**config.mk**
```make
export PLATFORM = sky130hd
export DESIGN_NAME = fifo_row_skewer
export DESIGN_NICKNAME = d
export VERILOG_FILES = /design/src/rtl/fifo_row_skewer.sv
export SDC_FILE = /design/constraint.sdc
export NUM_CORES = 1
export LEC_CHECK = 0
export CAP_MARGIN = 20
export CORE_MARGIN = 3
export CORE_UTILIZATION = 25
export CTS_CLUSTER_DIAMETER = 150
export DETAILED_ROUTE_END_ITERATION = 12
export PLACE_DENSITY_LB_ADDON = 0.1
export SLEW_MARGIN = 20
export SYNTH_ARGS = -nofsm -noshare
export SYNTH_HDL_FRONTEND = slang
export SYNTH_SLANG_ARGS = --single-unit
```
**constraint.sdc**
```tcl
create_clock -name clk -period 7.68 [get_ports clk]
set_input_delay 0.768 -clock clk [delete_from_list [all_inputs] [get_ports clk]]
set_output_delay 0.768 -clock clk [all_outputs]
set_load 0.05 [all_outputs]
```
**src/rtl/fifo_row_skewer.sv**
```systemverilog
// Row skewer: pops packed activation rows from a show-ahead FIFO and feeds the
// systolic array west edge with lane i delayed by i cycles behind lane 0.
module fifo_row_skewer #(
  parameter int LANES     = 4,
  parameter int WIDTH     = 8,
  parameter int MAX_ROWS  = 256,
  localparam int ROW_CNT_W = $clog2(MAX_ROWS + 1)
) (
  input  logic                   clk,
  input  logic                   rst,
  input  logic                   start,
  input  logic [ROW_CNT_W-1:0]   row_count,
  input  logic                   hold,
  input  logic                   fifo_empty,
  input  logic [LANES*WIDTH-1:0] fifo_read_data,
  output logic                   fifo_read_enable,
  output logic [LANES*WIDTH-1:0] out_data,
  output logic [LANES-1:0]       out_valid,
  output logic                   busy,
  output logic                   done,
  output logic [1:0]             fsm_state
);

  localparam int DRAIN_W = $clog2(LANES);

  typedef enum logic [1:0] {
    IDLE   = 2'd0,
    STREAM = 2'd1,
    DRAIN  = 2'd2,
    DONE   = 2'd3
  } state_t;

  state_t               state, state_next;
  logic [ROW_CNT_W-1:0] rows_left, rows_next;
  logic [DRAIN_W-1:0]   drain_cnt, drain_next;
  logic                 pop;

  // Handshake with the FIFO: fifo_read_data is the head row, valid whenever
  // fifo_empty is low; a row is consumed on every rising edge where
  // fifo_read_enable is high, and the strobe is never raised while empty.
  assign pop = (state == STREAM) && !hold && !fifo_empty && (rows_left != '0) && !rst;
  assign fifo_read_enable = pop;

  assign busy      = (state == STREAM) || (state == DRAIN);
  assign done      = (state == DONE);
  assign fsm_state = state;

  always_ff @(posedge clk) begin
    if (rst) begin
      state     <= IDLE;
      rows_left <= '0;
      drain_cnt <= '0;
    end else begin
      state     <= state_next;
      rows_left <= rows_next;
      drain_cnt <= drain_next;
    end
  end

  always_comb begin
    state_next = state;
    rows_next  = rows_left;
    drain_next = drain_cnt;
    unique case (state)
      IDLE: begin
        if (start && !hold) begin
          rows_next  = row_count;
          state_next = (row_count == '0) ? DONE : STREAM;
        end
      end
      STREAM: begin
        if (pop) begin
          rows_next = rows_left - ROW_CNT_W'(1);
          if (rows_left == ROW_CNT_W'(1)) begin
            state_next = DRAIN;
            drain_next = DRAIN_W'(LANES - 1);
          end
        end
      end
      DRAIN: begin
        // Leaving as the count reaches zero puts DONE on the same cycle the
        // last row's final lane is presented.
        if (!hold) begin
          drain_next = drain_cnt - DRAIN_W'(1);
          if (drain_cnt == DRAIN_W'(1)) state_next = DONE;
        end
      end
      DONE: begin
        state_next = IDLE;
      end
      default: state_next = IDLE;
    endcase
  end

  for (genvar i = 0; i < LANES; i++) begin : g_lane
    logic [WIDTH-1:0] stage_data [i+1];
    logic             stage_valid [i+1];

    always_ff @(posedge clk) begin
      if (rst) begin
        for (int j = 0; j <= i; j++) begin
          stage_data[j]  <= '0;
          stage_valid[j] <= 1'b0;
        end
      end else if (!hold) begin
        stage_data[0]  <= pop ? fifo_read_data[i*WIDTH +: WIDTH] : '0;
        stage_valid[0] <= pop;
        for (int j = 1; j <= i; j++) begin
          stage_data[j]  <= stage_data[j-1];
          stage_valid[j] <= stage_valid[j-1];
        end
      end
    end

    assign out_data[i*WIDTH +: WIDTH] = stage_data[i];
    assign out_valid[i]               = stage_valid[i];
  end

endmodule

```
### Word-level counts from Yosys, hierarchy flattened

Memories as Yosys holds them, arrays and structs flattened.
Index checks and enable logic that the tools add are counted.

* memory bits (writable): 90
* logic and storage cells: 105
* memories: 8
* flip-flop bits (word level): 13

Memories
* g_lane[3].stage_data: depth 4, width 8, read ports 4, clocked after memory_dff 0, write ports 4, line 96 `logic [WIDTH-1:0] stage_data [i+1];`
* g_lane[2].stage_data: depth 3, width 8, read ports 3, clocked after memory_dff 0, write ports 3, line 96
* g_lane[1].stage_data: depth 2, width 8, read ports 2, clocked after memory_dff 0, write ports 2, line 96
* g_lane[0].stage_data: depth 1, width 8, read ports 1, clocked after memory_dff 0, write ports 1, line 96
* g_lane[3].stage_valid: depth 4, width 1, read ports 4, clocked after memory_dff 0, write ports 4, line 97 `logic stage_valid [i+1];`
* g_lane[2].stage_valid: depth 3, width 1, read ports 3, clocked after memory_dff 0, write ports 3, line 97
* 2 more memories

* $add $sub $neg: 2
* reductions and logical operators: 19
* bitwise gates (word level): 18
* muxes and demuxes: 45
* equality and inequality tests: 10

Operators with widths (number)
* $mux 8: 14
* $mux 2: 9
* $mux 9: 2
* $or 1x1->1: 18
* $pmux 9 s2: 1
* $mux 1: 17
* $eq 9x1->1 const B: 1
* $logic_not 9->1: 1
* $reduce_bool 9->1: 1
* $sub 9x1->9 const B: 1
* $pmux 2 s4: 1
* $reduce_or 8->1: 1
* $ne 2x2->1 const B: 3
* $logic_and 1x1->1: 5
* $reduce_and 5->1: 1
* $eq 2x1->1 const B: 2
* $eq 2x2->1 const B: 2
* $ne 2x1->1 const B: 2
* $pmux 2 s2: 1
* $reduce_and 4->1: 1
* $reduce_bool 2->1: 2
* $logic_not 1->1: 3
* $reduce_and 3->1: 1
* $logic_not 2->1: 1
* 3 further kinds: 3

### Depth between registers and ports, before layout

* depth after elaboration: 7
* depth in mapped cells: 7

### Worst setup path before layout

OpenSTA, ideal clock, no wires.

* kind: input to register
* start point: input rst
* end point: memory g_lane[0].stage_data[0][0] (enable)
* stages: 3
* required time: 7234 ps
* path buffers: 1
* data arrival time: 2772 ps
* setup slack: 4462 ps
* cells stage by stage: buf_6 > inv_1 > nand2_1

* longest elaborated chain between the ends: 4

Ends and longest elaborated chain
* from (decl): line 10 `input logic rst,`
* $mux 1: line 100 `if (rst) begin`
* $mux 1: line 106 `stage_data[0] <= pop ? fifo_read_data[i*WIDTH +: WIDTH] : '0;`
* $reduce_or 8->1 (no line)
* $mux 1 (no line) (*)
* to (decl): line 96

Every way passes the cells marked *; elsewhere a longest branch is shown, timed or not.

### Worst setup path after layout

* start point: input rst
* end point: output fifo_read_enable

* longest elaborated chain between the ends: 2

Ends and longest elaborated chain
* $logic_not 1->1: line 41 `assign pop = (state == STREAM) && !hold && !fifo_empty && (rows_left != '0) && !rst;`
* $logic_and 1x1->1: line 41
* to (decl): line 16 `output logic fifo_read_enable,`

Every way passes these cells.

==> metrics.md <==
| Metric | Value |
|---|---|
| Post-synth ARST share | `0%` |
| Pre-CTS setup slack | `between 3 and 4 ns` |
| IO Count | `between 80 and 90` |
| Post-Syn Area per Cell | `13.6 um2` |
| Final Critical Period | `slightly above 4 ns` |
| Hold Violations, Final | `0` |
| Sequential area share after synthesis | `63.2%` |
| Critical Path Fanout Max | `33` |
| Startpoint types | `input pin` |
| DR WL/cell | `14.0 um` |
| Crit end category | `primary output` |
| Nets | `445` |
| Synthesis Warnings | `0` |
| Setup CP Type | `in -> out` |
| Critical path's top delay family | `buffers and inverters` |
| RePlAce Congestion | `between 0.7 and 0.8` |
| Port Buffer Count | `86` |
| Max_slew headroom | `38.3%` |
| Worst Path Arrival | `3.38 ns` |
| Main synth FF type | `edfxtp_1` |
| Synth top cells by count | `85 x edfxtp_1, 55 x and2_1, 28 x and2_4` |
| CTS clk-pin slew, worst paths | `0.07 ns` |
| Slew Limit Fails | `0` |
| Top cell type's share of synthesized area | `57.4%` |
| All-Layer GR Usage | `9.29%` |
| CTS buffer count | `9` |
| Die Ht | `~140 um` |
| Core ar. | `roughly 0.017 mm2` |
| Mapped cell area | `0.00445 mm2` |
| Syn nets | `between 300 and 400` |
| Initial drt markers | `225` |
| Achievable Freq | `241 MHz` |
| Post-CTS Setup Bufs | `0` |
| TritonRoute pass-1 iters | `4` |
| Min-Delay Path Class | `reg -> reg` |
| Post-synth cell types | `52` |
| Crit path buf inv count | `2` |
| Row count | `48` |
| Clk buf depth | `2` |
| Layout cells sized above 1 | `15.4%` |
| Number of synthesized flops with an enable pin | `85` |
| Crit-path cells | `clkdlybuf4s50_1, nor3_2, and3_4, clkdlybuf4s50_1` |
| CTS-repair resized insts | `0` |
| Initial antenna violation count | `0` |
| Clock Sinks | `98` |
| HP Start | `drain_cnt[0]$_SDFFE_PP0P_` |
| R2r setup slk | `5.37 ns` |
| Reg2reg start | `fsm_state[1]$_SDFFE_PP0P_` |
| Layout area overhead | `27.6%` |
| Endpoint, Worst Hold | `drain_cnt[0]$_SDFFE_PP0P_` |
| Most common cell in the netlist | `edfxtp_1` |
| Syn Inst Count | `326` |
| Setup TNS | `0 ns` |
| Largest stage delay, worst path | `0.88 ns` |
| Slowest-stage cell, CP | `clkdlybuf4s50_1` |
| Initial Utilization | `between 20% and 30%` |
| First-pass GRT wire length | `approximately 14 mm` |
| Final ANT Viol Nets | `0` |
| RSZ-0062 raised after global routing | `no` |
| Largest net degree at the start of global routing | `84` |
| Skew final | `between 0.007 and 0.008 ns` |
| Tcrit/Tclk final | `54.1%` |
| Slew @ Worst Pin | `0.925 ns` |
| Die W | `139 um` |
| Root Buffer | `clkbuf_16` |
| Pwr dens | `273 mW/mm2` |
| DRC viols | `0` |
| RR Endpoint | `rows_left[8]$_SDFFE_PP0P_` |
| Vias in the first global route | `between 2k and 3k` |
| Worst setup margin | `3.53 ns` |
| Vias | `2541` |
| Largest cells by area after synthesis | `edfxtp_1 57%, and2_1 7.7%, dfxtp_1 5.8%, and2_4 5.5%, buf_4 3.4%` |
| CTS tree | `built` |
| Antenna Cells | `0` |
| WL final | `8.66 mm` |
| VDD IR max | `169 uV` |
| Clock latency on the worst-skew pair | `0.35 ns` |
| Synth Register Bits | `98` |
| H-tree depth | `3` |
| Finish-stage setup viols | `0` |
| Total gr overflow | `0` |
| Hold Path Stages | `1` |
| Static Leakage | `2.10 nW` |
| Post-synth top area cell | `edfxtp_1` |
| Die area | `0.0194 mm2` |
| Worst R2R Path Depth | `7` |
| HPWL after DPL | `5.57 mm` |
| Max_cap viols | `0` |
| Status | `complete, no violations` |
| Worst EP required | `6.91 ns` |
| Most common cell on crit path | `clkdlybuf4s50_1` |
| Number of vias per cell | `between 4 and 5` |
| Hold bufs inserted after CTS | `0` |
## flip-flops by register name, summed over array words and instances, names as in the netlist
| name | flops |
|---|---|
| g_lane.stage_data | 80 |
| fsm_state | 2 |
| rows_left | 9 |
| drain_cnt | 2 |
| g_lane.stage_valid | 5 |
## worst max path at each step
| stage | from | endpoint | slack (ns) | depth (start not counted) |
|---|---|---|---|---|
| 6_report | rst | fifo_read_enable | 3.53 | 4 |
| 5_1_grt | rst | fifo_read_enable | 3.35 | 4 |
| 4_1_cts | rst | fifo_read_enable | 3.49 | 4 |
| 3_5_place_dp | rst | fifo_read_enable | 3.49 | 4 |
| 3_3_place_gp | rst | fifo_read_enable | 3.55 | 4 |
| 2_1_floorplan | rst | g_lane[0].stage_data[0][0]$_SDFFCE_PN0P_ | 4.46 | 3 |
## metal layers
metal	vias to the layer above	GRT usage, %	part of all wire [%]	wire length (um)
li1	1281	-	-	-
met3	12	2.13	3.9	336
met2	52	15.2	51	4420
met1	1196	11.6	43	3710
met4	0	4.63	2.2	194
met5	-	0	0	0
## final cells by class
class / instances / area [um2]
clock buffer: 9 / 225
clock inverter: 7 / 60.1
fill: 1722 / 11700
inverter: 9 / 33.8
multi-input combinational: 183 / 1360
sequential: 98 / 2810
tap: 225 / 282
timing repair buffer: 89 / 903
## cell usage in the layout (no fill, tap or decap), types with 2 or more instances in the layout
| master | Yosys | final |
|---|---|---|
| o21ai_0 | 5 | 5 |
| o31ai_1 | 2 | 2 |
| clkinvlp_4 | 0 | 3 |
| clkdlybuf4s50_1 | 0 | 86 |
| nand3_1 | 4 | 4 |
| clkbuf_16 | 0 | 9 |
| inv_6 | 0 | 3 |
| and2_4 | 28 | 28 |
| a21oi_1 | 11 | 11 |
| edfxtp_1 | 85 | 85 |
| buf_4 | 20 | 2 |
| a311oi_1 | 4 | 4 |
| dfxtp_1 | 13 | 13 |
| nor3_1 | 2 | 2 |
| a31oi_1 | 4 | 4 |
| and2_1 | 55 | 55 |
| a41oi_1 | 2 | 2 |
| ha_1 | 9 | 9 |
| nor2b_1 | 7 | 7 |
| nor3_2 | 2 | 2 |
| nand2b_1 | 4 | 4 |
| o2111ai_1 | 2 | 2 |
| and3_1 | 3 | 3 |
| inv_1 | 9 | 9 |
| nand3b_1 | 2 | 2 |
| a21boi_0 | 3 | 3 |
| nand2_1 | 4 | 3 |
| nor2_1 | 5 | 4 |
## where the power goes
part	leakage, nW	switching (W)	total (W)	internal, W
clock	0.131	0.000211	0.000437	0.000226
combinational	0.920	0.000274	0.000448	0.000175
sequential	1.05	0.0000359	0.000666	0.000630
## stage by stage
stage | area (um2) | hold WS, ns | total power, W | utilization, % | std cells
6_report | 5680 | 0.503 | 0.00155 | 32.7 | 620
2_1_floorplan | 4450 | 0.455 | 0.00101 | - | 326
4_1_cts | 5650 | 0.509 | 0.00157 | 32.5 | 619
3_3_place_gp | 5360 | 0.470 | 0.00112 | 30.9 | 603
3_5_place_dp | 5360 | 0.500 | 0.00113 | 30.9 | 603
5_1_grt | 5680 | 0.528 | 0.00165 | 32.7 | 620
## cells by family after synthesis
| group | Yosys count | share of synthesized area [%] |
|---|---|---|
| compound gates | 43 | 6.86 |
| fa+ha+maj | 9 | 2.53 |
| buf+inv | 45 | 6.58 |
| flops | 98 | 63.2 |
| mux | 1 | 0.253 |
| simple gates | 130 | 20.6 |
Note: power is estimated with default switching activity, not from simulation.
